`src/rtl/fetch_pkg.sv`:
```
// Shared types and defaults for the instruction fetch stage.
package fetch_pkg;

  typedef enum logic [1:0] {
    IDLE  = 2'd0,
    PRIME = 2'd1,
    RUN   = 2'd2,
    HALT  = 2'd3
  } fetch_state_t;

  localparam logic [8:0] DEFAULT_HALT_INSTR = 9'h1FF;
  localparam int         DEFAULT_CNT_W      = 16;

endpackage

```
`src/rtl/sat_counter.sv`:
```
// Saturating up-counter with synchronous clear; sticks at all ones.
module sat_counter #(
  parameter int W = 16
) (
  input  logic         clk,
  input  logic         reset_n,
  input  logic         clr,
  input  logic         inc,
  output logic [W-1:0] count
);

  logic [W-1:0] count_q;
  logic [W-1:0] count_d;

  always_comb begin
    count_d = count_q;
    if (clr) begin
      count_d = '0;
    end else if (inc && (count_q != '1)) begin
      count_d = count_q + W'(1);
    end
  end

  always_ff @(posedge clk or negedge reset_n) begin
    if (!reset_n) begin
      count_q <= '0;
    end else begin
      count_q <= count_d;
    end
  end

  assign count = count_q;

endmodule

```
`src/rtl/fetch_unit.sv`:
```
// Instruction fetch: owns the PC, drives the synchronous ROM, applies
// redirects and stalls, detects halt and keeps performance counters.
module fetch_unit
  import fetch_pkg::*;
#(
  parameter int         PC_W       = 10,
  parameter logic [8:0] HALT_INSTR = DEFAULT_HALT_INSTR,
  parameter int         CNT_W      = DEFAULT_CNT_W
) (
  input  logic             clk,
  input  logic             reset_n,
  input  logic             start,
  input  logic             stall,
  input  logic             branch_taken,
  input  logic [PC_W-1:0]  branch_target,
  output logic [PC_W-1:0]  imem_addr,
  input  logic [8:0]       imem_rdata,
  output logic [8:0]       instr,
  output logic             instr_valid,
  output logic [PC_W-1:0]  pc,
  output logic             done,
  output logic             fault,
  output logic [CNT_W-1:0] cycle_count,
  output logic [CNT_W-1:0] instr_count
);

  fetch_state_t    state_q, state_d;
  logic [PC_W-1:0] pc_q, pc_d;
  logic            fault_q, fault_d;
  logic            valid_q, valid_d;
  logic            done_q, done_d;

  logic            run;
  logic            halt_hit;
  logic            overflow;
  logic            retire;
  logic            restart;
  logic            cycle_inc;
  logic [PC_W-1:0] next_pc;

  always_comb begin
    run      = (state_q == RUN);
    halt_hit = run && !stall && (imem_rdata == HALT_INSTR);
    retire   = run && !stall && !halt_hit;
    overflow = retire && !branch_taken && (pc_q == '1);
    restart  = start && ((state_q == IDLE) || (state_q == HALT));
    // The halt-detect cycle does no useful work, so it is left out of the cycle count.
    cycle_inc = (state_q == PRIME) || (run && !halt_hit);

    if (stall || halt_hit) begin
      next_pc = pc_q;
    end else if (branch_taken) begin
      next_pc = branch_target;
    end else begin
      next_pc = pc_q + PC_W'(1);
    end

    case (state_q)
      PRIME:   imem_addr = pc_q;
      RUN:     imem_addr = next_pc;
      HALT:    imem_addr = pc_q;
      default: imem_addr = '0;
    endcase
  end

  always_comb begin
    state_d = state_q;
    pc_d    = pc_q;
    fault_d = fault_q;
    case (state_q)
      IDLE, HALT: begin
        if (start) begin
          state_d = PRIME;
          pc_d    = '0;
          fault_d = 1'b0;
        end
      end
      PRIME: state_d = RUN;
      RUN: begin
        if (halt_hit) begin
          state_d = HALT;
        end else if (overflow) begin
          // PC is left on the faulting address rather than wrapping.
          state_d = HALT;
          fault_d = 1'b1;
        end else begin
          pc_d = next_pc;
        end
      end
      default: state_d = IDLE;
    endcase
    valid_d = (state_d == RUN);
    done_d  = (state_d == HALT);
  end

  always_ff @(posedge clk or negedge reset_n) begin
    if (!reset_n) begin
      state_q <= IDLE;
      pc_q    <= '0;
      fault_q <= 1'b0;
      valid_q <= 1'b0;
      done_q  <= 1'b0;
    end else begin
      state_q <= state_d;
      pc_q    <= pc_d;
      fault_q <= fault_d;
      valid_q <= valid_d;
      done_q  <= done_d;
    end
  end

  sat_counter #(.W(CNT_W)) u_cycle_cnt (
    .clk     (clk),
    .reset_n (reset_n),
    .clr     (restart),
    .inc     (cycle_inc),
    .count   (cycle_count)
  );

  sat_counter #(.W(CNT_W)) u_instr_cnt (
    .clk     (clk),
    .reset_n (reset_n),
    .clr     (restart),
    .inc     (retire),
    .count   (instr_count)
  );

  assign instr       = imem_rdata;
  assign instr_valid = valid_q;
  assign pc          = pc_q;
  assign done        = done_q;
  assign fault       = fault_q;

endmodule

```
`config.mk`:
```
export PLATFORM = sky130hd
export DESIGN_NAME = fetch_unit
export DESIGN_NICKNAME = d
export VERILOG_FILES = /design/src/rtl/fetch_pkg.sv /design/src/rtl/sat_counter.sv /design/src/rtl/fetch_unit.sv
export SDC_FILE = /design/constraint.sdc
export NUM_CORES = 1
export LEC_CHECK = 0
export ABC_AREA = 1
export CAP_MARGIN = 20
export CORE_MARGIN = 8
export CORE_UTILIZATION = 54
export CTS_BUF_LIST = sky130_fd_sc_hd__clkbuf_16
export CTS_CLUSTER_SIZE = 30
export DETAILED_ROUTE_END_ITERATION = 12
export MAX_ROUTING_LAYER = met4
export PLACE_DENSITY = 0.87
export SYNTH_ARGS = -nofsm -noshare
export SYNTH_HDL_FRONTEND = slang
export SYNTH_HIERARCHICAL = 1
export SYNTH_SLANG_ARGS = --single-unit
```
`constraint.sdc`:
```
create_clock -name clk -period 2.9 [get_ports clk]
set_input_delay 0.29 -clock clk [delete_from_list [all_inputs] [get_ports clk]]
set_output_delay 0.29 -clock clk [all_outputs]
set_load 0.005 [all_outputs]
```
---- Word level (Yosys, flattened, before mapping) ----
Cells that the tools add are included.
cells by class
  add/subtract/negate cells ............... 3
  equality and inequality tests ........... 13
  muxes and demuxes ....................... 19
  reductions and logical operators ........ 23
operators by type and width
  operator               number
  $mux 16                4
  $mux 10                5
  $pmux 10 s2            2
  $add 16x1->16 const B  2
  $ne 16x16->1 const B   2
  $add 10x1->10 const B  1
  $eq 10x10->1 const B   1
  $eq 9x9->1 const B     1
  $logic_and 1x1->1      9
  $eq 2x2->1 const B     4
  $reduce_and 4->1       2
  $mux 2                 3
  $ne 2x2->1 const B     3
  $pmux 2 s3             1
  $reduce_bool 2->1      3
  $reduce_or 2->1        2
  $logic_not 1->1        3
  $logic_or 1x1->1       3
  $mux 1                 3
  $eq 2x1->1 const B     1
  $logic_not 2->1        1
  $ne 2x1->1 const B     1
  $pmux 1 s2             1
storage, ports and cells
  flip-flop bits (word level) ............. 47
  input bits .............................. 24
  output and inout bits ................... 64
  logic and storage cells ................. 65

---- Logic depth before layout (Yosys ltp) ----
Gate-level depths: netlist of the first run.
  depth after elaboration ................. 11
  gate-level depth with buffers ........... 13
  depth with buffers taken out ............ 12

---- Cells and area by module ----
Netlist of the first run, hierarchy kept.
by module, submodules not included
  module       instances  cells each  area each (um2)  seq. area each (um2)
  sat_counter  2          144         1,037.2          400.4
  fetch_unit   1          225         1,370.1          375.4

---- Least setup slack after synthesis of the first run ----
OpenSTA, ideal clock, no wires.
  path kind ............................... register -> register
  from .................................... register state_q[0]
  to ...................................... register u_cycle_cnt.count_q[2] (netlist: u_cycle_cnt/count[2])
  library setup time ...................... 0.066 ns
  data arrival time ....................... 1.821 ns
  required time ........................... 2.834 ns
  path slack .............................. 1.012 ns
  stages on the path, launching flop included .. 13
  path buffers ............................ 1
  period minus slack after synthesis ...... 1.888 ns
  path through ............................ dfrtp_1 -> inv_1 -> ha_1 -> inv_2 -> nor2_4 -> inv_2 -> nor2_4 -> o21bai_1 -> inv_1 -> nor2_1 -> buf_2 -> nand4_1 -> nand2_1
between the ends
  word-level cells in the longest chain between the ends .. 8
  elaborated cells on any way between the ends .. 14
  classes of those cells .................. 3 x eq/ne; 1 x mux; 10 x reduce/logical
ends and longest elaborated chain
  element                               line               text
  start: declaration                    fetch_unit.sv:27   fetch_state_t state_q, state_d;
  start signal: assignment              fetch_unit.sv:104  state_q <= state_d;
  $eq 2x2->1                            fetch_unit.sv:42   run = (state_q == RUN);
  $logic_and 1x1->1 (2 in a row)        fetch_unit.sv:43   halt_hit = run && !stall && (imem_rdata == HALT_INSTR);
  $logic_not 1->1                       fetch_unit.sv:48   cycle_inc = (state_q == PRIME) || (run && !halt_hit);
  $logic_and 1x1->1                     fetch_unit.sv:48
  $logic_or 1x1->1 *                    fetch_unit.sv:48
  via cycle_inc                         fetch_unit.sv:38   logic cycle_inc;
  $logic_and 1x1->1 *                   sat_counter.sv:19  end else if (inc && (count_q != '1)) begin
  $reduce_bool 2->1 (no source line) *  -
  end signal: assignment                sat_counter.sv:28  count_q <= count_d;
  end: declaration                      sat_counter.sv:12  logic [W-1:0] count_q;
Mark *: on every way through the listed nets, which the timed path passes. The rest lies on a longest branch.
A chain may end at the register's enable or synchronous reset.

---- Worst setup path in the final report of the first run ----
  from .................................... register state_q[0]
  to ...................................... output port imem_addr[2]
between the ends
  word-level cells in the longest chain between the ends .. 6
  elaborated cells on any way between the ends .. 9
  classes of those cells .................. 3 x eq/ne; 2 x mux; 4 x reduce/logical
ends and longest elaborated chain
  element                         line                                text
  $eq 2x2->1                      fetch_unit.sv:42, fetch_unit.sv:58
  $logic_and 1x1->1 (2 in a row)  fetch_unit.sv:43
  $logic_or 1x1->1                fetch_unit.sv:50                    if (stall || halt_hit) begin
  $mux 10                         fetch_unit.sv:50
  $pmux 10 s2 *                   fetch_unit.sv:58                    case (state_q)
  end: declaration                fetch_unit.sv:16                    output logic [PC_W-1:0] imem_addr,
Every way passes the cells marked *; elsewhere a longest branch is shown, timed or not.

==> run metrics, run 1 <==
core area=~6300 µm²; Sequential cell area=1180 µm²; CTS Buf Count=5; XOR/XNOR share of the synthesized area=roughly 2.5%; placed wire-length estimate after detailed placement=about 7.1 mm; critical path capture point=imem_addr[2]; most frequent cells in the layout=sky130_fd_sc_hd__nand2_1, sky130_fd_sc_hd__clkdlybuf4s50_1, sky130_fd_sc_hd__dfrtp_1; H-tree depth=2; Routed WL per cell=between 10 and 15 µm; initial standard-cell utilization of the core=a little over half; count of state elements after synthesis=47; Max stage delay on crit path=~0.52 ns; overall track demand over capacity in global routing=between 20% and 30%; initial antenna violation count=0; fraction of layout cells with a size suffix above 1=~7.4%; Power per Cell Area=between 700 and 800 nW/µm²; post-synthesis cell type count=29; setup TNS=0 ns; crit path launch type=register; count of warnings emitted by yosys=6; number of global-route vias before repair=between 3k and 4k; count of buffers inserted at the top-level ports=87; number of non-filler instances in the completed layout=~670; worst setup path start=state_q[0]; path depth of the worst reg2reg path=10; drt via density=~5.4; FF-to-FF End=u_instr_cnt/count[8]; count of filler cells inserted in the layout=525; Antenna Nets Post-Route=0; actual slew at the worst max-slew pin=about 0.90 ns; crit-path most repeated cell=sky130_fd_sc_hd__inv_2; global-route wire length before repair=16.2 mm; Clock Skew=just over 0.007 ns; stages on the worst setup path=11; reg2reg setup slack=~0.43 ns; layout-stage area growth over the synthesis result=29.9%; layout net count=between 600 and 700; I/O pin total=88; result of the run=completed; Rel. slew slack=between 30% and 40%; worst-path cell chain=inv_2 > ha_4 > inv_2 > nor2_4 > nand4_1 > nand2_2 > buf_4 > nand2_1 > nand3_1 > a21oi_1 > clkdlybuf4s50_1; sequential element share of the synthesized area=34.1%; simple-gate area share of the yosys netlist=between 40% and 50%; data required time at the worst endpoint=2.61 ns; netlist area before placement=approximately 3400 µm²; total vias in the final route=roughly 3.6k; Chip Width=approximately 96 µm; floorplan die area=approximately 9200 µm²; post-route clock period utilization=around 94%; Clock Sinks=47; clock transition at the register clock pins on the worst setup and hold paths after CTS=around 0.07 ns; static leakage power=just over 2 nW; Hold/Removal Path Class=input pin to async pin; cell row count=29; Max Freq=365 MHz; max-cap check violation count=0; Final Wtd Congestion=0.929; final hold slack=around 0.44 ns; number of instances in the synthesized netlist=~510; net count of the mapped netlist=between 500 and 600; adder and majority cell fraction of the synthesized area=~2.5%; worst path buffer plus inverter count=4; Ant. Diodes=0; clock root buffer=sky130_fd_sc_hd__clkbuf_16; wire length reported by the detailed router=9.71 mm; CTS tree=built; total overflow reported by the global router=0; syn_area_per_cell=approximately 6.7 µm²; compound-gate portion of the synthesized area=approximately 8.6%; clock insertion delay at the later pin of the skew report=0.29 ns; most common cell after layout, fill and taps aside=sky130_fd_sc_hd__nand2_1; Peak supply drop=569 µV; max-slew violation count=0; combinational family with the most area after synthesis=simple AND/OR/NAND/NOR gates; hold violation count in the final report=0; post-layout minimum cycle time=about 2.7 ns; count of unresolved DRC violations after routing=0; critical path peak fanout=8; mux share of post-synthesis cell area=0.291%; Die Y-Extent=around 96 µm; multi-input combinational cell area=1910 µm²; largest net degree at the start of global routing=48; CP endpoint kind=primary output; initial detailed-routing violation count=223; data arrival time of the critical path=approximately 2.5 ns; detailed-routing iteration count for the pre-antenna-repair pass=4; category of cells accounting for the largest share of critical-path delay=buffers and inverters; count of final setup violators=0; reg-to-reg critical path startpoint=state_q[0]; post-placement cell count=657; Crit-path slowest cell=sky130_fd_sc_hd__clkdlybuf4s50_1; worst setup path class=register to primary output; Longest Clk Path Bufs=2
## worst min-delay path by stage
stage / end / slack, ns / startpoint / depth (start not counted)
global route: pc[2] / 0.47 / reset_n / 2
detailed placement: fault / 0.52 / fault / 2
global placement: u_instr_cnt/count[1] / 0.53 / u_instr_cnt/count[1] / 2
finish: pc[2] / 0.44 / reset_n / 2
CTS: pc[1] / 0.24 / reset_n / 1
floorplan: done / -0.006 / reset_n / 0
## stage by stage
step | power [W] | area [µm²] | utilization (%) | worst slack, ns
after floorplan | 0.00199 | 3440 | - | 1.01
after global placement | 0.00252 | 4250 | 67.8 | 0.354
after detailed placement | 0.00257 | 4250 | 67.8 | 0.278
after CTS | 0.00326 | 4430 | 70.5 | 0.0452
after global routing | 0.00350 | 4480 | 71.3 | -0.0296
final | 0.00326 | 4480 | 71.3 | 0.163
## cell families (layout without fill, tap and decap cells)
family                     after synthesis  count (layout)
adders and majority gates                7               7
buffers and inverters                   75             153
AOI/OAI and AO/OA                       52              52
xor gates and xnor gates                10              10
and+or+nand+nor                        321             321
muxes                                    1               1
DFF                                     47              47
## layout make-up
cell class	count	share of cell area, %
clock buffers	5	2.80
multi-input cells	391	42.7
well taps	77	2.15
repair buffers	92	20.5
inverters	53	4.56
clock inverters	3	0.978
flip-flops and latches	47	26.3
## sequential cells by signal, indices dropped and copies added (netlist names)
| signal | count |
|---|---|
| done | 1 |
| fault | 1 |
| instr_valid | 1 |
| pc | 10 |
| state_q | 2 |
| u_cycle_cnt/count | 16 |
| u_instr_cnt/count | 16 |
## timing repair
action	4_1_cts	5_1_grt
endpoints found under the hold margin	0	13
resized for setup	1	3
endpoints found under the setup margin	1	10
buffers inserted	0	1
hold buffers	0	1
pin swaps	0	2
## synth_stat cells
master | instances | area [µm²]
sky130_fd_sc_hd__buf_1 | 4 | 15.0
sky130_fd_sc_hd__o21ai_0 | 21 | 105
sky130_fd_sc_hd__xor2_1 | 6 | 52.6
sky130_fd_sc_hd__o21ai_1 | 10 | 50.1
sky130_fd_sc_hd__nand2_1 | 188 | 706
sky130_fd_sc_hd__nor2_4 | 6 | 67.6
sky130_fd_sc_hd__xnor2_1 | 4 | 35.0
sky130_fd_sc_hd__clkbuf_1 | 1 | 3.75
sky130_fd_sc_hd__buf_4 | 11 | 82.6
sky130_fd_sc_hd__buf_6 | 1 | 11.3
sky130_fd_sc_hd__buf_2 | 3 | 15.0
sky130_fd_sc_hd__nand4_1 | 22 | 138
sky130_fd_sc_hd__nor2_2 | 2 | 12.5
sky130_fd_sc_hd__nor2_1 | 46 | 173
sky130_fd_sc_hd__nand2_4 | 4 | 45.0
sky130_fd_sc_hd__a21oi_1 | 14 | 70.1
sky130_fd_sc_hd__inv_4 | 2 | 12.5
sky130_fd_sc_hd__nor3_1 | 2 | 10.0
sky130_fd_sc_hd__o21ai_4 | 2 | 32.5
sky130_fd_sc_hd__inv_1 | 47 | 176
sky130_fd_sc_hd__inv_2 | 4 | 15.0
sky130_fd_sc_hd__nand3_1 | 43 | 215
sky130_fd_sc_hd__nand2_2 | 4 | 25.0
sky130_fd_sc_hd__buf_12 | 2 | 40.0
sky130_fd_sc_hd__or2_2 | 4 | 25.0
sky130_fd_sc_hd__ha_1 | 7 | 87.6
sky130_fd_sc_hd__o21bai_1 | 5 | 37.5
sky130_fd_sc_hd__dfrtp_1 | 47 | 1180
sky130_fd_sc_hd__mux2i_1 | 1 | 10.0
## where the power goes
| part | internal (W) | switching, W | total, W | leakage [nW] |
|---|---|---|---|---|
| registers | 0.000783 | 0.000189 | 0.000972 | 0.635 |
| logic | 0.000681 | 0.000940 | 0.00162 | 1.34 |
| clock network | 0.000407 | 0.000256 | 0.000663 | 0.0838 |
## layer usage
layer / vias up / share of wire (%) / track usage [%]
met3: 14 / 6.7 / 3.74
li1: 1777 / - / -
met2: 146 / 49 / 37.2
met1: 1653 / 43 / 26.2
met4: 0 / 1.4 / 8.96
met5: - / 0 / -
No activity file was read; power rests on OpenSTA's default activity.
==> run 2: changes to the inputs <==
- CORE_MARGIN: 8 -> 2
- SETUP_SLACK_MARGIN: not set -> 0.05
==> run 2 against run 1 <==
Clock power decreased by 16%. Highest routed layer unchanged. Sequential cell count unchanged. Non-clock buffer count decreased by 2. Setup slack improved by 0.048 ns. Largest cell class unchanged. Sequential power decreased by 0.9%.
==> run metrics, run 2 (same netlist as run 1, synthesis figures left out) <==
result of the run=completed (unchanged); initial detailed-routing violation count=182 (was 223); setup repair after global routing missed its margin=false; path depth of the worst reg2reg path=11 (was 10); hold violation count in the final report=0 (unchanged); crit path setup slack, layout=0.212 ns (was 0.163 ns); initial antenna violation count=0 (unchanged); Antenna Nets Post-Route=0 (unchanged); FF-to-FF End=u_cycle_cnt/count[2] (was u_instr_cnt/count[8]); largest net degree at the start of global routing=33 (was 48); clock transition at the register clock pins on the worst setup and hold paths after CTS=0.06 ns (was 0.07 ns); CP endpoint kind=primary output (unchanged); count of filler cells inserted in the layout=529 (was 525); max-cap check violation count=0 (unchanged); most frequent cells in the layout=sky130_fd_sc_hd__nand2_1, sky130_fd_sc_hd__clkdlybuf4s50_1, sky130_fd_sc_hd__inv_1 (was sky130_fd_sc_hd__nand2_1, sky130_fd_sc_hd__clkdlybuf4s50_1, sky130_fd_sc_hd__dfrtp_1); data arrival time of the critical path=2.40 ns (was 2.45 ns); count of final setup violators=0 (unchanged); crit path launch type=register (unchanged); final instance area=4420 µm² (was 4480 µm²); floorplan die area=7030 µm² (was 9190 µm²); Peak supply drop=473 µV (was 569 µV); critical path peak fanout=8 (unchanged); count of unresolved DRC violations after routing=0 (unchanged); reg-to-reg critical path startpoint=state_q[0] (unchanged); clock root buffer=sky130_fd_sc_hd__clkbuf_16 (unchanged); number of global-route vias before repair=3260 (was 3541); data required time at the worst endpoint=2.61 ns (about the same); H-tree depth=2 (unchanged); overall track demand over capacity in global routing=26.0% (was 22.3%); layout-stage area growth over the synthesis result=28.3% (was 29.9%); Power per Cell Area=704 nW/µm² (was 727 nW/µm²); Routed WL per cell=13.2 µm (was 14.5 µm); most common cell after layout, fill and taps aside=sky130_fd_sc_hd__nand2_1 (unchanged); fraction of layout cells with a size suffix above 1=7.30% (was 7.45%); reg2reg setup slack=0.49 ns (was 0.43 ns); Clock Skew=0.00406 ns (was 0.00725 ns); clock insertion delay at the later pin of the skew report=0.28 ns (was 0.29 ns); global-route wire length before repair=14.8 mm (was 16.2 mm); post-layout minimum cycle time=2.69 ns (was 2.74 ns); Die Y-Extent=83.9 µm (was 95.9 µm); core area=6240 µm² (was 6280 µm²); final core occ=70.8% (was 71.3%); static leakage power=2.04 nW (was 2.06 nW); Max Freq=372 MHz (was 365 MHz); CTS Buf Count=5 (unchanged); Placed Instance Area=4260 µm² (was 4250 µm²); cell row count=29 (unchanged); Hold/Removal Path Class=input pin to async pin (unchanged); layout net count=619 (was 621); max-slew violation count=0 (unchanged); total overflow reported by the global router=0 (unchanged); final hold slack=0.0665 ns (was 0.437 ns); CTS tree=built (unchanged); hold buffers post-CTS=0 (unchanged); Rel. slew slack=40.2% (was 39.9%); Ant. Diodes=0 (unchanged); post-CTS setup-driven buffer insertion count=0 (unchanged); pre-CTS setup slack=0.296 ns (was 0.278 ns); Longest Clk Path Bufs=2 (unchanged); setup TNS=0 ns (unchanged); drt via density=5.36 (was 5.37); post-route clock period utilization=92.7% (was 94.4%); initial standard-cell utilization of the core=55.2% (was 54.9%); I/O pin total=88 (unchanged); total vias in the final route=3571 (was 3590); count of buffers inserted at the top-level ports=87 (unchanged); placed wire-length estimate after detailed placement=6.54 mm (was 7.10 mm); Final Wtd Congestion=0.957 (was 0.929); wire length reported by the detailed router=8.79 mm (was 9.71 mm); worst setup path class=register to primary output (unchanged); Clock Sinks=47 (unchanged); Chip Width=83.9 µm (was 95.9 µm); actual slew at the worst max-slew pin=0.894 ns (was 0.898 ns); detailed-routing iteration count for the pre-antenna-repair pass=5 (was 4)
==> run 2: cell types whose count changed in the layout (fill, tap and decap cells not counted) <==
cell | before | now
sky130_fd_sc_hd__dlygate4sd3_1 | 1 | 0
sky130_fd_sc_hd__dfrtp_1 | 47 | 46
sky130_fd_sc_hd__buf_12 | 1 | 0
sky130_fd_sc_hd__dfrtp_2 | 0 | 1
sky130_fd_sc_hd__inv_1 | 46 | 47
sky130_fd_sc_hd__clkinvlp_4 | 0 | 1
sky130_fd_sc_hd__clkinv_4 | 1 | 0
sky130_fd_sc_hd__bufinv_16 | 1 | 0
==> run 2: how the worst max path moves through the flow <==
stage                       start              endpoint  slack (ns)  cells after the start
finish                 state_q[0]          imem_addr[9]        0.21                     11
CTS                    state_q[0]          imem_addr[9]         0.1                     11
detailed placement  imem_rdata[5]          imem_addr[4]        0.30                     10
global route           state_q[0]          imem_addr[9]        0.05                     11
floorplan              state_q[0]  u_cycle_cnt/count[2]        1.01                     12
global placement    imem_rdata[5]          imem_addr[4]        0.37                     10
==> run 2: final cells by class <==
cell class,instances,area (µm²),share of cell area (%)
timing repair buffer,90,888,20.1
sequential,47,1180,26.6
clock buffer,5,125,2.83
tap,77,96.3,2.18
clock inverter,3,16.3,0.368
inverter,53,204,4.61
multi-input combinational,391,1910,43.3
==> run 2: power breakdown <==
group	leakage [nW]	switching, W	internal, W	total, W
registers	0.634	0.000179	0.000784	0.000963
logic	1.33	0.000914	0.000675	0.00159
clock network	0.0710	0.000244	0.000315	0.000559
total	2.04	0.00134	0.00177	0.00311
==> run 2: critical path, stage by stage (launching register included) <==
cell and delay [ns]:
sky130_fd_sc_hd__dfrtp_2 0.44, sky130_fd_sc_hd__inv_2 0.10, sky130_fd_sc_hd__ha_4 0.18, sky130_fd_sc_hd__inv_2 0.09, sky130_fd_sc_hd__nor2_4 0.13, sky130_fd_sc_hd__nand4_1 0.18
sky130_fd_sc_hd__nand2_2 0.16, sky130_fd_sc_hd__nor2_1 0.06, sky130_fd_sc_hd__nand2_1 0.05, sky130_fd_sc_hd__nand2_1 0.07, sky130_fd_sc_hd__a21oi_1 0.14, sky130_fd_sc_hd__clkdlybuf4s50_1 0.52
==> run 2: layer usage <==
layer | share of wire, % | vias to the layer above | global-route usage [%]
li1 | - | 1784 | -
met1 | 43 | 1641 | 32.0
met4 | 1.6 | 0 | 7.33
met3 | 6.9 | 12 | 4.95
met5 | 0 | - | -
met2 | 49 | 134 | 43.9
==> run 2: stage by stage <==
stage / power (W) / instances
after CTS: 0.00311 / 666
after global routing: 0.00334 / 666
final: 0.00311 / 666
after global placement: 0.00249 / 658
after detailed placement: 0.00253 / 658
after floorplan: 0.00199 / 513
==> run 2: repair_timing <==
action,CTS,global route
pin swaps,0,2
gates resized for setup,1,4
endpoints found under the setup margin,1,10
